## src/rtl/matrix_stream_out_if.sv

```systemverilog
// Handshake bundle for one macc matrix drain port: start/busy/done control,
// BRAM read side (ren/rd_data) and the valid/ready output stream.
interface matrix_stream_out_if #(
  parameter int DATA_W = 32
);
  logic              start;
  logic              busy;
  logic              done;
  logic              ren;
  logic [DATA_W-1:0] rd_data;
  logic              m_valid;
  logic              m_ready;
  logic [DATA_W-1:0] m_data;
  logic              m_last;

  modport slave (
    input  start, rd_data, m_ready,
    output busy, done, ren, m_valid, m_data, m_last
  );

  modport master (
    output start, rd_data, m_ready,
    input  busy, done, ren, m_valid, m_data, m_last
  );
endinterface

```

## src/rtl/matrix_stream_out.sv

```systemverilog
// Drains one macc matrix port: issues NWORDS credit-limited BRAM reads and
// replays the words on a valid/ready stream through a 2-entry FIFO.
//
//   state   | meaning
//   --------+-----------------------------------------------------------
//   S_IDLE  | waiting for start; no reads, busy=0
//   S_RUN   | issuing reads while FIFO + in-flight word leave room
//   S_DRAIN | all reads issued; emptying FIFO until the last word leaves
module matrix_stream_out #(
  parameter int DATA_W = 32,
  parameter int NWORDS = 4096,
  parameter int CNT_W  = 13
) (
  input  logic               CLK,
  input  logic               RST_L,
  matrix_stream_out_if.slave bus
);

  typedef enum logic [1:0] {
    S_IDLE  = 2'd0,
    S_RUN   = 2'd1,
    S_DRAIN = 2'd2
  } state_t;

  localparam logic [CNT_W-1:0] CNT_FULL = CNT_W'(NWORDS);
  localparam logic [CNT_W-1:0] CNT_LAST = CNT_W'(NWORDS - 1);

  state_t            state_q, state_d;
  logic [CNT_W-1:0]  issue_cnt_q, issue_cnt_d;
  logic [CNT_W-1:0]  out_cnt_q, out_cnt_d;
  logic              done_q, done_d;
  logic              inflight_q;
  logic [DATA_W-1:0] fifo_q [2];
  logic              wr_ptr_q, rd_ptr_q;
  logic [1:0]        count_q, count_d;

  logic              ren_c;
  logic              m_valid_c;
  logic              push_c;
  logic              pop_c;
  logic              last_word_c;
  logic              room_c;
  logic [2:0]        occ_c;

  assign m_valid_c   = (count_q != 2'd0);
  assign pop_c       = m_valid_c & bus.m_ready;
  assign push_c      = inflight_q;
  assign last_word_c = (out_cnt_q == CNT_LAST);

  // Words already owed to the FIFO (stored + in flight) less the one leaving now.
  assign occ_c  = {1'b0, count_q} + {2'b00, inflight_q} - {2'b00, pop_c};
  assign room_c = (occ_c < 3'd2);

  assign count_d = count_q + {1'b0, push_c} - {1'b0, pop_c};

  always_comb begin
    state_d     = state_q;
    issue_cnt_d = issue_cnt_q;
    out_cnt_d   = out_cnt_q;
    done_d      = 1'b0;
    ren_c       = 1'b0;

    if (pop_c) begin
      out_cnt_d = out_cnt_q + CNT_W'(1);
    end

    unique case (state_q)
      S_IDLE: begin
        if (bus.start) begin
          state_d     = S_RUN;
          issue_cnt_d = '0;
          out_cnt_d   = '0;
        end
      end
      S_RUN: begin
        if ((issue_cnt_q < CNT_FULL) && room_c) begin
          ren_c       = 1'b1;
          issue_cnt_d = issue_cnt_q + CNT_W'(1);
          if (issue_cnt_q == CNT_LAST) begin
            state_d = S_DRAIN;
          end
        end
      end
      S_DRAIN: begin
        if (pop_c && last_word_c) begin
          state_d = S_IDLE;
          done_d  = 1'b1;
        end
      end
      default: begin
        state_d = S_IDLE;
      end
    endcase
  end

  always_ff @(posedge CLK or negedge RST_L) begin
    if (!RST_L) begin
      state_q     <= S_IDLE;
      issue_cnt_q <= '0;
      out_cnt_q   <= '0;
      done_q      <= 1'b0;
      inflight_q  <= 1'b0;
    end else begin
      state_q     <= state_d;
      issue_cnt_q <= issue_cnt_d;
      out_cnt_q   <= out_cnt_d;
      done_q      <= done_d;
      inflight_q  <= ren_c;
    end
  end

  // rd_data is only trusted on the cycle after a read enable.
  always_ff @(posedge CLK or negedge RST_L) begin
    if (!RST_L) begin
      fifo_q[0] <= '0;
      fifo_q[1] <= '0;
      wr_ptr_q  <= 1'b0;
      rd_ptr_q  <= 1'b0;
      count_q   <= 2'd0;
    end else begin
      if (push_c) begin
        fifo_q[wr_ptr_q] <= bus.rd_data;
        wr_ptr_q         <= ~wr_ptr_q;
      end
      if (pop_c) begin
        rd_ptr_q <= ~rd_ptr_q;
      end
      count_q <= count_d;
    end
  end

  assign bus.busy    = (state_q != S_IDLE);
  assign bus.done    = done_q;
  assign bus.ren     = ren_c;
  assign bus.m_valid = m_valid_c;
  assign bus.m_data  = fifo_q[rd_ptr_q];
  assign bus.m_last  = m_valid_c & last_word_c;

endmodule

```

## src/flat_wrapper.sv

```systemverilog
// flat-port wrapper written by rule: the top's interface ports become plain ports
module matrix_stream_out_flat 
#(
  parameter int DATA_W = 32,
  parameter int NWORDS = 4096,
  parameter int CNT_W  = 13
)
  (CLK, RST_L, bus_start, bus_rd_data, bus_m_ready, bus_busy, bus_done, bus_ren, bus_m_valid, bus_m_data, bus_m_last);
  matrix_stream_out_if #(.DATA_W(DATA_W)) bus_i ();
  input  logic CLK;
  input  logic RST_L;
  input wire logic [$bits(bus_i.start)-1:0] bus_start;
  input wire logic [$bits(bus_i.rd_data)-1:0] bus_rd_data;
  input wire logic [$bits(bus_i.m_ready)-1:0] bus_m_ready;
  output wire logic [$bits(bus_i.busy)-1:0] bus_busy;
  output wire logic [$bits(bus_i.done)-1:0] bus_done;
  output wire logic [$bits(bus_i.ren)-1:0] bus_ren;
  output wire logic [$bits(bus_i.m_valid)-1:0] bus_m_valid;
  output wire logic [$bits(bus_i.m_data)-1:0] bus_m_data;
  output wire logic [$bits(bus_i.m_last)-1:0] bus_m_last;
  assign bus_i.start = bus_start;
  assign bus_i.rd_data = bus_rd_data;
  assign bus_i.m_ready = bus_m_ready;
  assign bus_busy = bus_i.busy;
  assign bus_done = bus_i.done;
  assign bus_ren = bus_i.ren;
  assign bus_m_valid = bus_i.m_valid;
  assign bus_m_data = bus_i.m_data;
  assign bus_m_last = bus_i.m_last;
  matrix_stream_out #(.DATA_W(DATA_W), .NWORDS(NWORDS), .CNT_W(CNT_W)) u_core (.CLK(CLK), .RST_L(RST_L), .bus(bus_i));
endmodule
```

## config.mk

```make
export PLATFORM = sky130hd
export DESIGN_NAME = matrix_stream_out_flat
export DESIGN_NICKNAME = d
export VERILOG_FILES = /design/src/rtl/matrix_stream_out_if.sv /design/src/rtl/matrix_stream_out.sv /design/src/flat_wrapper.sv
export SDC_FILE = /design/constraint.sdc
export NUM_CORES = 1
export LEC_CHECK = 0
export ABC_AREA = 1
export CAP_MARGIN = 10
export CORE_ASPECT_RATIO = 0.5
export CORE_MARGIN = 2
export CORE_UTILIZATION = 57
export DETAILED_ROUTE_END_ITERATION = 8
export GPL_TIMING_DRIVEN = 0
export PLACE_DENSITY = 0.85
export RECOVER_POWER = 50
export SLEW_MARGIN = 25
export SYNTH_ARGS = -nofsm -noshare
export SYNTH_HDL_FRONTEND = slang
export SYNTH_SLANG_ARGS = --single-unit
export TNS_END_PERCENT = 30
```

## constraint.sdc

```tcl
create_clock -name CLK -period 4.5 [get_ports CLK]
set_input_delay 0.9 -clock CLK [delete_from_list [all_inputs] [get_ports CLK]]
set_output_delay 0.9 -clock CLK [all_outputs]
set_load 0.01 [all_outputs]
```

**Word-level counts from Yosys, hierarchy flattened**

Cells that the tools add are included.
W data, S select, Z words.

- Input port bits: 36
- Flip-flop bits (word level): 98
- Word-level logic and storage cells: 65
- Output and inout port bits: 37

- Eq/ne operators: 8
- Bitwise logic cells: 6
- Order comparisons: 5
- Multiplexer cells: 21
- $add $sub $neg: 6
- Reduce and logical (&&, ||, !) cells: 9

Operators by type and width:

| operator | number |
|---|---|
| $mux W32 | 4 |
| $mux W13 | 5 |
| $bwmux W64 | 1 |
| $demux W32 S1 | 1 |
| $add A13 B1 Y13 const B | 2 |
| $eq A13 B12 Y1 const B | 2 |
| $pmux W13 S2 | 1 |
| $lt A13 B13 Y1 const B | 1 |
| $mux W2 | 4 |
| $ne A2 B1 Y1 const B | 3 |
| $pmux W2 S3 | 1 |
| $reduce_bool A2 Y1 | 3 |
| $ge A2 B2 Y1 const B | 2 |
| $mux W1 | 4 |
| $not A1 Y2 | 2 |
| $reduce_and A4 Y1 | 1 |
| $add A2 B1 Y3 | 1 |
| $logic_and A1 B1 Y1 | 3 |
| $lt A3 B2 Y1 const B | 1 |
| $reduce_and A3 Y1 | 1 |
| $sub A3 B1 Y3 | 1 |
| $add A2 B1 Y2 | 1 |
| $and A1 B1 Y1 | 2 |
| $eq A2 B1 Y1 const B | 1 |
| 6 further kinds | 7 |

**Depth between registers and ports, before layout**

Gate-level depths: netlist of run 1.

- Depth in word-level cells: 7
- Gate-level depth with buffers: 13
- Depth with buffers taken out: 13

**Worst setup path after synthesis of run 1**

Ideal clock, no wire load.

- Path type: input -> output
- Start: in bus_m_ready
- End: out bus_ren
- Setup slack: 1.264 ns
- Required time: 3.600 ns
- Path buffers: 0
- Arrival: 2.336 ns
- Stages: 9
- Cell sequence: inv_1 -> nor2_8 -> nand2_1 -> nand2_1 -> ha_1 -> fa_1 -> nor2_1 -> nand4_4 -> inv_1

- Word-level cells in the longest chain between the ends: 6

Ends and longest elaborated chain:

| what | RTL line | source |
|---|---|---|
| start: declaration | flat_wrapper.sv:14 | `input wire logic [$bits(bus_i.m_ready)-1:0] bus_m_ready;` |
| $and A1 B1 Y1 | matrix_stream_out.sv:46 | `assign pop_c = m_valid_c & bus.m_ready;` |
| $sub A3 B1 Y3 | matrix_stream_out.sv:51 | `assign occ_c = {1'b0, count_q} + {2'b00, inflight_q} - {2'b00, pop_c};` |
| $lt A3 B2 Y1 | matrix_stream_out.sv:52 | `assign room_c = (occ_c < 3'd2);` |
| $logic_and A1 B1 Y1 | matrix_stream_out.sv:76 | `if ((issue_cnt_q < CNT_FULL) && room_c) begin` |
| $mux W1 | matrix_stream_out.sv:76 |  |
| $mux W1 | matrix_stream_out.sv:67 | `unique case (state_q)` |
| end: declaration | flat_wrapper.sv:17 | `output wire logic [$bits(bus_i.ren)-1:0] bus_ren;` |

No other way between the ends.

**Worst setup path in the final report of run 1**

Same ends and word-level chain as after synthesis.

==> results of run 1 <==
[layout by cell type, fill, tap and decap left out, drive strengths merged, types with 4 or more instances in the layout]
cell type,n
clkdlybuf4s50,70
dfrtp,98
o21ai,79
nand4,14
a21oi,8
nand2,231
nand3,18
clkbuf,34
nor2,40
xor2,4
inv,67
buf,4
[how the worst min path moves through the flow]
| stage | cells past startpoint | from | to | slack [ns] |
|---|---|---|---|---|
| after CTS | 1 | RST_L | u_core.out_cnt_q[8] | 0.44 |
| final | 2 | u_core.fifo_q[7] | u_core.fifo_q[7] | 0.48 |
| after global placement | 2 | u_core.fifo_q[6] | u_core.fifo_q[6] | 0.47 |
| after detailed placement | 2 | u_core.fifo_q[0] | u_core.fifo_q[0] | 0.47 |
| after floorplan | 2 | u_core.fifo_q[30] | u_core.fifo_q[30] | 0.45 |
| after global routing | 2 | u_core.fifo_q[33] | u_core.fifo_q[33] | 0.51 |
[worst max-delay path: cells and delay by family]
| kind | cells | cell delay [ns] |
|---|---|---|
| simple gates | 5 | 0.69 |
| buf+inv | 4 | 0.96 |
| fa+ha+maj | 2 | 0.63 |
[per-layer routing]
metal,vias to the layer above,routed length (microns),global-route usage
li1,2020,-,-
met1,1914,4680,0.317
met2,125,5110,0.425
met3,17,540,0.0571
met4,0,175,0.0870
met5,-,0,0
[through the flow]
step                setup WS, ns  TNS (ns)  total power, uW  instances
global route               0.336         0             4310        792
floorplan                   1.26         0             2470        591
CTS                       0.0267         0             4060        792
finish                     0.413         0             4030        792
global placement          -0.998    -97.14             3170        775
detailed placement        0.0204         0             3250        776
[area by class of cell]
type / count / area [sq um]
sequential: 98 / 2450
fill: 597 / 2130
multi-input combinational: 402 / 1830
timing repair buffer: 73 / 722
clock buffer: 13 / 270
inverter: 68 / 255
tap: 112 / 140
buffer: 23 / 97.6
clock inverter: 3 / 46.3
[registers in the layout, summed over array words and instances, names as in the netlist]
register / count
u_core.count_q: 2
u_core.fifo_q: 64
u_core.inflight_q: 1
u_core.rd_ptr_q: 1
u_core.out_cnt_q: 13
u_core.state_q: 2
u_core.issue_cnt_q: 13
u_core.wr_ptr_q: 1
u_core.bus.done: 1
[kinds of logic (layout without fill, tap and decap cells)]
kind of cell | count (synthesis) | after routing | synth area share
fa+ha+maj | 4 | 4 | 0.0124
buf+inv | 91 | 180 | 0.0774
compound gates | 87 | 87 | 0.0947
simple gates | 307 | 307 | 0.279
xor+xnor | 4 | 4 | 0.00755
flops | 98 | 98 | 0.529
[synthesized netlist by cell type (2+ instances only)]
| cell | number |
|---|---|
| nand4_1 | 13 |
| nand2_2 | 2 |
| buf_2 | 8 |
| dfrtp_1 | 98 |
| nor2_8 | 2 |
| nor2_1 | 35 |
| inv_2 | 3 |
| a21oi_1 | 8 |
| ha_1 | 3 |
| inv_1 | 64 |
| o21ai_1 | 38 |
| nor2_2 | 3 |
| nand2_1 | 227 |
| clkbuf_1 | 14 |
| nand2_4 | 2 |
| xor2_1 | 4 |
| nand3_1 | 18 |
| o21ai_0 | 40 |
[power groups by stage]
stage	combinational (uW)	sequential (uW)	clock [uW]
4_1_cts	1780	1470	808
3_3_place_gp	1710	1460	0
5_1_grt	1960	1510	842
2_1_floorplan	1040	1420	0
6_report	1770	1470	796
3_5_place_dp	1770	1470	0
==> results.sh, run 1 <==
export IMPL_slew_headroom=-0.102
export IMPL_power_switching_uw=1520
export IMPL_worstPathArrival_ns=3.19
export IMPL_synth_cells=591
export IMPL_slowest_delay_ns=0.54
export IMPL_final_area_sq_um=5810
export IMPL_die_y_microns=67.8
export IMPL_firstDrtPassIters=5
export IMPL_drt_iter0_drc=286
export IMPL_viasPerCell=5.15
export IMPL_drive_gt1_frac=0.0515
export IMPL_cts_sinks=98
export IMPL_fin_crit_sh=0.908
export IMPL_start_util=0.584
export IMPL_r2r_cells=12
export IMPL_crit_path_end_kind="output port"
export IMPL_io_pins=73
export IMPL_drc=0
export IMPL_cts_buffers=9
export IMPL_layout_min_cycle_time_ns=4.09
export IMPL_fin_skew_ns=0.00488
export IMPL_synth_ff_latch_count=98
export IMPL_overflow=0
export IMPL_clk_latency_ns=0.34
export IMPL_crit_start="bus_m_ready"
export IMPL_track_usage=0.247
export IMPL_synth_nets=631
export IMPL_antenna_found_initial=0
export IMPL_synth_area_leaders="dfrtp_1 (53%), nand2_1 (18%), inv_1 (5.2%), o21ai_0 (4.3%), o21ai_1 (4.1%)"
export IMPL_pwr_share_seq=0.365
export IMPL_drv_slew=101
export IMPL_fmax_mhz=245
export IMPL_synthFlopType="dfrtp_1"
export IMPL_grt_setup_unrepaired="no"
export IMPL_crit_type="in -> out"
export IMPL_synth_distinct_cells=27
export IMPL_crit_fanout=6
export IMPL_regToRegStartpoint="u_core.count_q[1]"
export IMPL_nets=715
export IMPL_worst_slew_pin_slew_ns=1.65
export IMPL_cts_buffer_depth=2
export IMPL_post_drt_wl_per_cell_microns=13.3
export IMPL_tritoncts="yes"
export IMPL_h_tree_depth=3
export IMPL_yosys_area_top_type="dfrtp_1"
export IMPL_dp_hpwl_mm=7.21
export IMPL_post_cts_buffers=0
export IMPL_syn_avg_cell_area_sq_um=7.85
export IMPL_combPwrFrac=0.438
export IMPL_utilization=0.732
export IMPL_grt_max_degree=68
export IMPL_finalHoldViolations=0
export IMPL_max_cap_viol_count=2
export IMPL_rrSetupSlack_ns=1.91
export IMPL_finalSetupViolCount=0
export IMPL_clkPwrFrac=0.197
export IMPL_critPathCapture="bus_ren"
export IMPL_p_per_area_nw_per_um2=694
export IMPL_n_antenna_cell=0
export IMPL_path_clk_slew_ns=0.07
export IMPL_cpMaxStageDelayCell="clkdlybuf4s50_1"
export IMPL_power_internal_uw=2510
export IMPL_outcome="finished, violations left"
export IMPL_setup_worst_path_start_class="input port"
export IMPL_gp_congestion=0.895
export IMPL_num_vias=4076
export IMPL_portBuffers=72
export IMPL_ys_seq_area_frac=0.529
export IMPL_rr_endpoint="u_core.issue_cnt_q[7]"
export IMPL_placed_cell_area_sq_um=5530
export IMPL_core_area_sq_um=7940
export IMPL_grt_pass1_wl_mm=17.3
export IMPL_hold_class="reg -> reg"
export IMPL_syn_to_final_growth_pct=25.3
export IMPL_irDropWorstVdd_v=0.000315
export IMPL_fin_hold_ws_ns=0.483
export IMPL_violations="capacitance limit, slew limit"
export IMPL_syn_area_sq_um=4640
export IMPL_cts_root_buf="clkbuf_16"
export IMPL_synth_edf_count=0
export IMPL_dieArea_sq_um=8920
export IMPL_wirelength_mm=10.5
export IMPL_hold_buffers=0
export IMPL_row_count=23
export IMPL_antenna_left=0
export IMPL_grt_pass1_vias=3816
export IMPL_worstPathCellList="clkdlybuf4s50_1 > inv_1 > nor2_8 > nand2_1 > nand2_1 > ha_1 > fa_1 > nor2_2 > nand4_4 > inv_1 > dlymetal6s2s_1"
export IMPL_cts_resized=0
export IMPL_switching_share=0.377
export IMPL_die_w_microns=132
export IMPL_synth_top_cell_area_share=0.529
export IMPL_p_leak_uw=0.00293
export IMPL_synth_async_reset_ratio=1.00
export IMPL_yosysWarnings=0
export IMPL_critPathRequiredTime_ns=3.60
No activity file was read; power rests on OpenSTA's default activity.
==> run 2: changes to the inputs <==
CORE_MARGIN = unset   (was 2)
CORE_UTILIZATION = 30   (was 57)
PLACE_DENSITY = 0.51   (was 0.85)
==> results.sh, run 2 (synthesis gave the netlist of run 1 again) <==
export IMPL_dp_cells=862
export IMPL_drv_slew=57
export IMPL_nets=716
export IMPL_rrSetupSlack_ns=2.00
export IMPL_fin_skew_ns=0.00678
export IMPL_multi_input_area_sq_um=1830
export IMPL_post_drt_wl_per_cell_microns=12.7
export IMPL_cts_sinks=98
export IMPL_drc=0
export IMPL_layout_min_cycle_time_ns=4.28
export IMPL_combPwrFrac=0.443
export IMPL_clk_latency_ns=0.34
export IMPL_h_tree_depth=3
export IMPL_grt_pass1_vias=3755
export IMPL_grt_setup_unrepaired="no"
export IMPL_utilization=0.401
export IMPL_regToRegStartpoint="u_core.count_q[1]"
export IMPL_irDropWorstVdd_v=0.000237
export IMPL_gp_congestion=0.763
export IMPL_clkPwrFrac=0.193
export IMPL_worst_slew_pin_slew_ns=3.27
export IMPL_num_vias=3879
export IMPL_viasPerCell=4.41
export IMPL_holdPathEnd="u_core.fifo_q[28]"
export IMPL_overflow=0
export IMPL_syn_to_final_growth_pct=27.9
export IMPL_timing_final_ws_setup_ns=0.217
export IMPL_cts_root_buf="clkbuf_16"
export IMPL_wirelength_mm=11.1
export IMPL_rr_endpoint="u_core.issue_cnt_q[7]"
export IMPL_path_clk_slew_ns=0.07
export IMPL_worstPathArrival_ns=3.38
export IMPL_crit_path_end_kind="output port"
export IMPL_p_leak_uw=0.00291
export IMPL_power_switching_uw=1530
export IMPL_hold_buffers=0
export IMPL_crit_fanout=6
export IMPL_pwr_share_seq=0.364
export IMPL_drive_gt1_frac=0.0573
export IMPL_final_common_cell="nand2_1"
export IMPL_antenna_found_initial=0
export IMPL_dp_hpwl_mm=7.76
export IMPL_ff_latch_area_sq_um=2450
export IMPL_grt_pass1_wl_mm=18.9
export IMPL_track_usage=0.150
export IMPL_power_internal_uw=2470
export IMPL_outcome="finished, violations left"
export IMPL_holdPathStages=2
export IMPL_tritoncts="yes"
export IMPL_critPathRequiredTime_ns=3.60
export IMPL_p_per_area_nw_per_um2=675
export IMPL_portBuffers=72
export IMPL_final_cell_mix="nand2_1 (226), dfrtp_1 (98), clkdlybuf4s50_1 (71)"
export IMPL_antenna_left=0
export IMPL_largestRegisters="u_core.fifo_q (64), u_core.issue_cnt_q (13), u_core.out_cnt_q (13)"
export IMPL_switching_share=0.382
export IMPL_core_area_sq_um=14800
export IMPL_violations="capacitance limit, slew limit"
export IMPL_top_register="u_core.fifo_q"
export IMPL_post_place_ws_ns=0.00969
export IMPL_crit_type="in -> out"
export IMPL_max_cap_viol_count=1
export IMPL_die_w_microns=178
export IMPL_row_count=31
export IMPL_hp_start="u_core.fifo_q[28]"
export IMPL_largest_reg_flops=64
export IMPL_hold_class="reg -> reg"
export IMPL_drt_iter0_drc=235
export IMPL_cp_buffers_inverters=3
export IMPL_fmax_mhz=233
export IMPL_fin_crit_sh=0.952
export IMPL_finalHoldViolations=0
export IMPL_die_y_microns=89.9
export IMPL_start_util=0.314
export IMPL_finalSetupViolCount=0
export IMPL_n_antenna_cell=0
export IMPL_io_pins=73
export IMPL_grt_max_degree=58
export IMPL_worstPathCellList="clkdlybuf4s50_1 > o21ai_2 > nand2_1 > nand2_1 > ha_1 > fa_1 > nor2_2 > nand4_4 > inv_2 > clkdlybuf4s50_1"
export IMPL_slew_headroom=-1.18
export IMPL_cpMaxStageDelayCell="clkdlybuf4s50_1"
export IMPL_slowest_delay_ns=0.54
export IMPL_stdcell_count=879
export IMPL_r2r_cells=12
export IMPL_cts_buffers=9
export IMPL_cts_buffer_depth=2
export IMPL_nFillCells=1548
export IMPL_setup_worst_path_start_class="input port"
export IMPL_dieArea_sq_um=16000
export IMPL_firstDrtPassIters=5
export IMPL_critPathTopFamily="buffers and inverters"
[run 2: through the flow]
stage	hold slack [ns]	power [uW]	cell area, sq um	TNS [ns]
global placement	0.466	3250	5610	-140.68
floorplan	0.453	2470	4640	0
finish	0.486	4000	5930	0
CTS	0.490	4070	5930	0
detailed placement	0.473	3280	5630	0
global route	0.512	4360	5930	0
[run 2: layer usage]
layer  vias up  global-route usage  part of all wire
met2        53               0.240              0.46
met1      1805               0.205              0.50
met5         -                   0                 0
li1       2013                   -                 -
met3         8              0.0330             0.034
met4         0              0.0363            0.0097
[run 2: cell type report]
type,count,area share
clock inverter,6,0.0114
multi-input combinational,402,0.309
tap,198,0.0418
sequential,98,0.414
timing repair buffer,74,0.126
clock buffer,10,0.0386
inverter,68,0.0430
buffer,23,0.0167
[run 2: power groups by stage]
stage / logic [uW] / clock network (uW) / registers, uW
2_1_floorplan: 1040 / 0 / 1420
3_3_place_gp: 1780 / 0 / 1460
3_5_place_dp: 1810 / 0 / 1470
4_1_cts: 1810 / 796 / 1460
5_1_grt: 2020 / 830 / 1510
6_report: 1770 / 772 / 1460
[run 2: worst reg2reg max path, delay by kind of cell (launching register included)]
kind	cells	cell delay (ns)
AO/OA/AOI/OAI	1	0.09
adder cells (fa/ha/maj)	2	0.67
buffers and inverters	1	0.16
flip-flops	1	0.44
AND/OR/NAND/NOR	8	1.09
[run 2: worst max-delay path by stage]
stage,start,endpoint,cells after the start
floorplan,bus_m_ready,bus_ren,9
global placement,RST_L,u_core.fifo_q[41],1
detailed placement,bus_m_ready,bus_ren,11
CTS,bus_m_ready,bus_ren,11
global route,bus_m_ready,bus_ren,11
finish,bus_m_ready,bus_ren,10
[run 2: repair_timing]
item	CTS	global route
buffers inserted	0	1
endpoints found under the hold margin	0	0
setup endpoints to repair	0	1
gates resized for setup	0	3
